## config.mk

```make
export PLATFORM = sky130hd
export DESIGN_NAME = instr_prefetch_unit_flat
export DESIGN_NICKNAME = d
export VERILOG_FILES = /design/src/rtl/cpu_pkg.sv /design/src/rtl/instr_prefetch_unit_if.sv /design/src/rtl/sync_fifo.sv /design/src/rtl/instr_prefetch_unit.sv /design/src/flat_wrapper.sv
export SDC_FILE = /design/constraint.sdc
export NUM_CORES = 1
export LEC_CHECK = 0
export CAP_MARGIN = 10
export CORE_ASPECT_RATIO = 2
export CORE_MARGIN = 8
export CORE_UTILIZATION = 53
export DETAILED_ROUTE_END_ITERATION = 12
export GPL_TIMING_DRIVEN = 0
export HOLD_SLACK_MARGIN = 0.06
export PLACE_DENSITY_LB_ADDON = 0.15
export SKIP_CTS_REPAIR_TIMING = 1
export SKIP_LAST_GASP = 1
export SYNTH_ARGS = -nofsm -noshare
export SYNTH_HDL_FRONTEND = slang
export SYNTH_SLANG_ARGS = --single-unit
export TNS_END_PERCENT = 50
```

## constraint.sdc

```tcl
create_clock -name clk1 -period 3 [get_ports clk1]
set_input_delay 0.45 -clock clk1 [delete_from_list [all_inputs] [get_ports clk1]]
set_output_delay 0.45 -clock clk1 [all_outputs]
set_load 0.005 [all_outputs]
```

## src/rtl/cpu_pkg.sv

```systemverilog
// cpu_pkg: widths, opcodes and instruction-type encodings shared by the front end and pipeline
package cpu_pkg;
    localparam int DATA_W = 32;
    localparam int ADDR_W = 10;
    typedef enum logic [5:0] {
        OP_ADD  = 6'b000000,
        OP_SUB  = 6'b000001,
        OP_AND  = 6'b000010,
        OP_OR   = 6'b000011,
        OP_XOR  = 6'b000100,
        OP_ADDI = 6'b000101,
        OP_SLI  = 6'b000110,
        OP_SRI  = 6'b000111,
        OP_BNE  = 6'b001000
    } opcode_e;
    typedef enum logic [1:0] {ITYPE_R, ITYPE_I, ITYPE_B} itype_e;
    function automatic opcode_e opcode_of(input logic [DATA_W-1:0] instr);
        return opcode_e'(instr[DATA_W-1:DATA_W-6]);
    endfunction
    function automatic itype_e itype_of(input opcode_e op);
        return op == OP_BNE ? ITYPE_B : (op >= OP_ADDI ? ITYPE_I : ITYPE_R);
    endfunction
endpackage

```

## src/rtl/instr_prefetch_unit_if.sv

```systemverilog
// instr_prefetch_unit_if: in-order instruction memory read bus (request/grant, ordered responses)
interface instr_prefetch_unit_if #(
    parameter int DATA_W = cpu_pkg::DATA_W,
    parameter int ADDR_W = cpu_pkg::ADDR_W
);
    logic              req;
    logic [ADDR_W-1:0] addr;
    logic              gnt;
    logic              rvalid;
    logic [DATA_W-1:0] rdata;
    modport master (output req, addr, input gnt, rvalid, rdata);
    modport slave  (input req, addr, output gnt, rvalid, rdata);
endinterface

```

## src/rtl/sync_fifo.sv

```systemverilog
// sync_fifo: DEPTH-entry in-order queue with synchronous flush; push while full is allowed with a pop
module sync_fifo #(
    parameter int W     = 42,
    parameter int DEPTH = 4
) (
    input  logic                     clk1,
    input  logic                     rst,
    input  logic                     flush,
    input  logic                     push,
    input  logic                     pop,
    input  logic [W-1:0]             din,
    output logic [W-1:0]             dout,
    output logic                     full,
    output logic                     empty,
    output logic [$clog2(DEPTH):0]   count
);
    localparam int AW = $clog2(DEPTH);
    logic [W-1:0]  mem [DEPTH];
    logic [AW-1:0] wp, rp;
    logic          do_push, do_pop;
    assign empty   = count == '0;
    assign full    = count == (AW+1)'(DEPTH);
    assign dout    = mem[rp];
    assign do_push = push && (!full || pop);
    assign do_pop  = pop && !empty;
    always_ff @(posedge clk1) begin
        if (rst || flush) begin
            wp    <= '0;
            rp    <= '0;
            count <= '0;
        end else begin
            if (do_push) wp <= wp + AW'(1);
            if (do_pop) rp <= rp + AW'(1);
            count <= count + (AW+1)'(do_push) - (AW+1)'(do_pop);
        end
    end
    always_ff @(posedge clk1) begin
        if (do_push) mem[wp] <= din;
    end
endmodule

```

## src/rtl/instr_prefetch_unit.sv

```systemverilog
// instr_prefetch_unit: issues ordered imem reads, queues {instr, pc+1}, flushes and drops stale replies on redirect
module instr_prefetch_unit
    import cpu_pkg::*;
#(
    parameter int                 DATA_W   = cpu_pkg::DATA_W,
    parameter int                 ADDR_W   = cpu_pkg::ADDR_W,
    parameter int                 DEPTH    = 4,
    parameter logic [ADDR_W-1:0]  RESET_PC = '0
) (
    input  logic                  clk1,
    input  logic                  rst,
    instr_prefetch_unit_if.master imem,
    input  logic                  redirect_valid,
    input  logic [ADDR_W-1:0]     redirect_pc,
    output logic                  ir_valid,
    output logic [DATA_W-1:0]     ir,
    output logic [ADDR_W-1:0]     npc,
    input  logic                  ir_ready,
    output logic                  busy
);
    localparam int CW = $clog2(DEPTH) + 1;
    logic [ADDR_W-1:0]        fetch_pc, ret_pc;
    logic [CW-1:0]            outstanding, discard, count, out_next;
    logic                     issue, accept, full, empty;
    logic [DATA_W+ADDR_W-1:0] head;
    // count + outstanding never exceeds DEPTH, so every granted reply has a free slot
    assign imem.req  = !rst && !redirect_valid && (count + outstanding < CW'(DEPTH));
    assign imem.addr = fetch_pc;
    assign issue     = imem.req && imem.gnt;
    assign accept    = imem.rvalid && discard == '0 && !redirect_valid;
    assign out_next  = outstanding + CW'(issue) - CW'(imem.rvalid);
    assign ir_valid  = !empty;
    assign {ir, npc} = empty ? '0 : head;
    assign busy      = outstanding != '0 || discard != '0;
    sync_fifo #(.W(DATA_W + ADDR_W), .DEPTH(DEPTH)) u_fifo (
        .clk1  (clk1),
        .rst   (rst),
        .flush (redirect_valid),
        .push  (accept),
        .pop   (ir_valid && ir_ready),
        .din   ({imem.rdata, ret_pc + ADDR_W'(1)}),
        .dout  (head),
        .full  (full),
        .empty (empty),
        .count (count)
    );
    always_ff @(posedge clk1) begin
        if (rst) begin
            fetch_pc    <= RESET_PC;
            ret_pc      <= RESET_PC;
            outstanding <= '0;
            discard     <= '0;
        end else begin
            assert (!(accept && full));
            outstanding <= out_next;
            if (redirect_valid) begin
                fetch_pc <= redirect_pc;
                ret_pc   <= redirect_pc;
                discard  <= out_next;
            end else begin
                if (issue) fetch_pc <= fetch_pc + ADDR_W'(1);
                if (accept) ret_pc <= ret_pc + ADDR_W'(1);
                if (imem.rvalid && discard != '0) discard <= discard - CW'(1);
            end
        end
    end
endmodule

```

## src/flat_wrapper.sv

```systemverilog
// flat-port wrapper written by rule: the top's interface ports become plain ports
module instr_prefetch_unit_flat import cpu_pkg::*;
#(
    parameter int                 DATA_W   = cpu_pkg::DATA_W,
    parameter int                 ADDR_W   = cpu_pkg::ADDR_W,
    parameter int                 DEPTH    = 4,
    parameter logic [ADDR_W-1:0]  RESET_PC = '0
)
  (clk1, rst, redirect_valid, redirect_pc, ir_valid, ir, npc, ir_ready, busy, imem_req, imem_addr, imem_gnt, imem_rvalid, imem_rdata);
  instr_prefetch_unit_if #(.DATA_W(DATA_W), .ADDR_W(ADDR_W)) imem_i ();
  input  logic clk1;
  input  logic rst;
  input  logic redirect_valid;
  input  logic [ADDR_W-1:0] redirect_pc;
  output logic ir_valid;
  output logic [DATA_W-1:0] ir;
  output logic [ADDR_W-1:0] npc;
  input  logic ir_ready;
  output logic busy;
  output wire logic [$bits(imem_i.req)-1:0] imem_req;
  output wire logic [$bits(imem_i.addr)-1:0] imem_addr;
  input wire logic [$bits(imem_i.gnt)-1:0] imem_gnt;
  input wire logic [$bits(imem_i.rvalid)-1:0] imem_rvalid;
  input wire logic [$bits(imem_i.rdata)-1:0] imem_rdata;
  assign imem_req = imem_i.req;
  assign imem_addr = imem_i.addr;
  assign imem_i.gnt = imem_gnt;
  assign imem_i.rvalid = imem_rvalid;
  assign imem_i.rdata = imem_rdata;
  instr_prefetch_unit #(.DATA_W(DATA_W), .ADDR_W(ADDR_W), .DEPTH(DEPTH), .RESET_PC(RESET_PC)) u_core (.clk1(clk1), .rst(rst), .imem(imem_i), .redirect_valid(redirect_valid), .redirect_pc(redirect_pc), .ir_valid(ir_valid), .ir(ir), .npc(npc), .ir_ready(ir_ready), .busy(busy));
endmodule
```

==> flow_metrics.tcl <==
set metrics [dict create \
    worstSetupPathType "reg2out" \
    die_h_um 194 \
    grt.overflow.total 0 \
    finalCritPeriodShare 0.978 \
    rows 65 \
    drt_pass1_iterations 4 \
    area_growth_pct 22.6 \
    cp-end-kind "output port" \
    cts-root-buf "clkbuf_16" \
    grt_antenna_before_repair 0 \
    crit_required_ns 2.55 \
    worstMarginPinSlew_ns 0.659 \
    max_freq_mhz 341 \
    drv_slew 0 \
    holdWs_ns 0.376 \
    power_density_mw_per_mm2 605 \
    fin_ws_ns 0.0674 \
    ys_types 53 \
    fin_crit_ns 2.93 \
    initial_core_util 0.537 \
    ant_nets 0 \
    grt_pass1_wl_mm 27.2 \
    dp_slack_ns -0.397 \
    place_area_mm2 0.00977 \
    hold_path.class "in2reg" \
    final_area_mm2 0.0103 \
    wl_per_cell_um 20.4 \
    rr_worst_depth 12 \
    antenna-diode-count 0 \
    io_buffers 100 \
    routed_wl_mm 17.3 \
    rsz0062_at_grt "true" \
    setup_violations 0 \
    grtUsageTotal 0.167 \
    post-dp-hpwl_mm 12.1 \
    clockBufferDepth 3 \
    grt_pass1_vias 5308 \
    cts_buffers 17 \
    ys_ff_latch 203 \
    critPathLaunchType "flip-flop" \
    ys_seq_area_frac 0.681 \
    grt_max_degree 32 \
    clock-sinks 203 \
    p_leak_nw 3.39 \
    syn_nets 577 \
    slew_headroom 0.559 \
    drc 0 \
    ir_drop_mv 0.635 \
    dieArea_mm2 0.0204 \
    async_reset_ff_frac 0 \
    ys.flop_type "edfxtp_1" \
    fin_nets 698 \
    synth.avg_cell_area_um2 16.4 \
    vias_per_cell 5.66 \
    hold_viol 0 \
    via_count 4774 \
    status "complete, no violations" \
    fin_skew_ns 0.0190 \
    clkLatencyLatePin_ns 0.47 \
    cts_tree "built" \
    path_clk_slew_ns 0.07 \
    arrival_ns 2.48 \
    die_x_um 105 \
    final_layout_size_suffix_gt1_frac 0.148 \
    yosys_warnings 0 \
    synthesis.area_mm2 0.00843 \
    gp_congestion 0.881 \
    pin_count 103 \
    maxCapViolations 0 \
    drt-initial-drc-count 205 \
    cp_max_fo 10 \
    htreeDepth 1 \
    coreArea_mm2 0.0157 \
    min_path_cells 3 \
    syn_inst 514 \
    power.total_w 0.00626 \
    synth_edf_count 168 \
]
==> worst paths after layout <==
check	from	to	slack [ns]
min	imem_gnt	u_core.imem.addr[3]	0.38
min reg2reg	u_core.ret_pc[9]	u_core.ret_pc[9]	0.53
max reg2reg	u_core.discard[0]	u_core.u_fifo.count[2]	0.17
max	u_core.u_fifo.count[1]	imem_req	0.07
==> metal layers <==
layer	global-route usage	share of wire	vias to the layer above
met2	0.325	0.56	133
met4	0.0761	0.035	0
met3	0.0278	0.044	38
met1	0.164	0.36	2392
met5	0	0	-
li1	-	-	2211
==> synth_stat cells, types with 2 or more instances <==
cell / n / area share
o21ai_0: 3 / 0.0018
a21boi_0: 5 / 0.0045
mux4_2: 42 / 0.11
mux2i_1: 2 / 0.0024
or3_1: 4 / 0.0030
or4_1: 5 / 0.0045
nand3b_1: 2 / 0.0018
clkbuf_1: 18 / 0.0080
a211oi_1: 3 / 0.0027
nor3_1: 4 / 0.0024
edfxtp_1: 168 / 0.60
a311oi_1: 3 / 0.0031
nor2_1: 20 / 0.0089
nor2b_1: 6 / 0.0045
nand2_1: 13 / 0.0058
and3_1: 3 / 0.0022
o41ai_1: 2 / 0.0021
dfxtp_1: 35 / 0.083
and2_1: 51 / 0.038
nand3_1: 11 / 0.0065
a31oi_1: 5 / 0.0037
xor2_1: 9 / 0.0093
fa_1: 2 / 0.0047
and4_1: 2 / 0.0021
nand4_1: 5 / 0.0037
xnor2_1: 17 / 0.018
inv_1: 19 / 0.0085
a21oi_1: 8 / 0.0047
o31ai_1: 3 / 0.0027
a311o_1: 2 / 0.0024
o31a_1: 2 / 0.0021
ha_1: 13 / 0.019
buf_2: 7 / 0.0042
==> power by group <==
part | total [W] | internal [W] | switching (W)
logic | 0.000912 | 0.000468 | 0.000445
registers | 0.00325 | 0.00318 | 0.0000700
clock network | 0.00209 | 0.00120 | 0.000892
total | 0.00626 | 0.00485 | 0.00141
==> layout by cell type, fill, tap and decap left out, types with 3 or more instances in the layout <==
cell	synthesis	final
buf_4	0	4
or3_1	4	3
xor2_1	9	8
and2_2	0	4
clkbuf_1	18	13
nor2_1	20	20
buf_12	0	4
nand2_1	13	13
buf_2	7	3
dfxtp_1	35	35
or4_1	5	5
inv_1	19	19
nand4_1	5	5
clkbuf_8	0	3
ha_1	13	13
a311oi_1	3	3
a31oi_1	5	4
a21oi_1	8	8
clkbuf_16	0	17
o21ai_0	3	3
a21boi_0	5	5
nor2b_1	6	6
xnor2_1	17	17
a211oi_1	3	3
and2_1	51	47
clkdlybuf4s50_1	0	100
nor3_1	4	4
edfxtp_1	168	168
o31ai_1	3	3
nand3_1	11	11
and3_1	3	3
clkbuf_2	0	7
mux4_2	42	42
==> through the flow <==
stage	TNS (ns)	std cells	util
after floorplan	0	514	-
after global placement	-194.75	815	0.617
after detailed placement	-1.49	819	0.622
after CTS	-7.62	846	0.656
after global routing	-0.363	844	0.659
final	0	844	0.659
==> cell families after synthesis <==
family,count (synthesis),synth area share
multiplexers,44,0.115
AO/OA/AOI/OAI,44,0.0381
buffers and inverters,47,0.0228
XOR/XNOR,26,0.0270
adder cells (fa/ha/maj),15,0.0240
AND/OR/NAND/NOR,135,0.0921
flip-flops,203,0.681
==> final cells by class <==
| type | count | area (um2) |
|---|---|---|
| Sequential cell | 203 | 5750 |
| Fill cell | 1119 | 5360 |
| Timing Repair Buffer | 104 | 1080 |
| Inverter | 21 | 78.8 |
| Buffer | 24 | 125 |
| Tap cell | 201 | 251 |
| Multi-Input combinational cell | 264 | 2530 |
| Clock inverter | 3 | 42.5 |
| Clock buffer | 24 | 482 |
==> state kept, by name (all words and copies together), names as in the netlist, named ones only <==
register	cells
u_core.u_fifo.count	3
u_core.discard	3
u_core.imem.addr	10
u_core.u_fifo.rp	2
u_core.outstanding	3
u_core.ret_pc	10
u_core.u_fifo.mem	168
u_core.u_fifo.wp	2
==> worst max-delay path: stages, from the launching register on <==
cell             delay [ns]
dfxtp_1                0.43
ha_1                   0.30
a31oi_4                0.30
xor2_2                 0.28
buf_6                  0.19
nor2_1                 0.05
clkdlybuf4s50_1        0.45
Power figures use the tool's default switching activity.
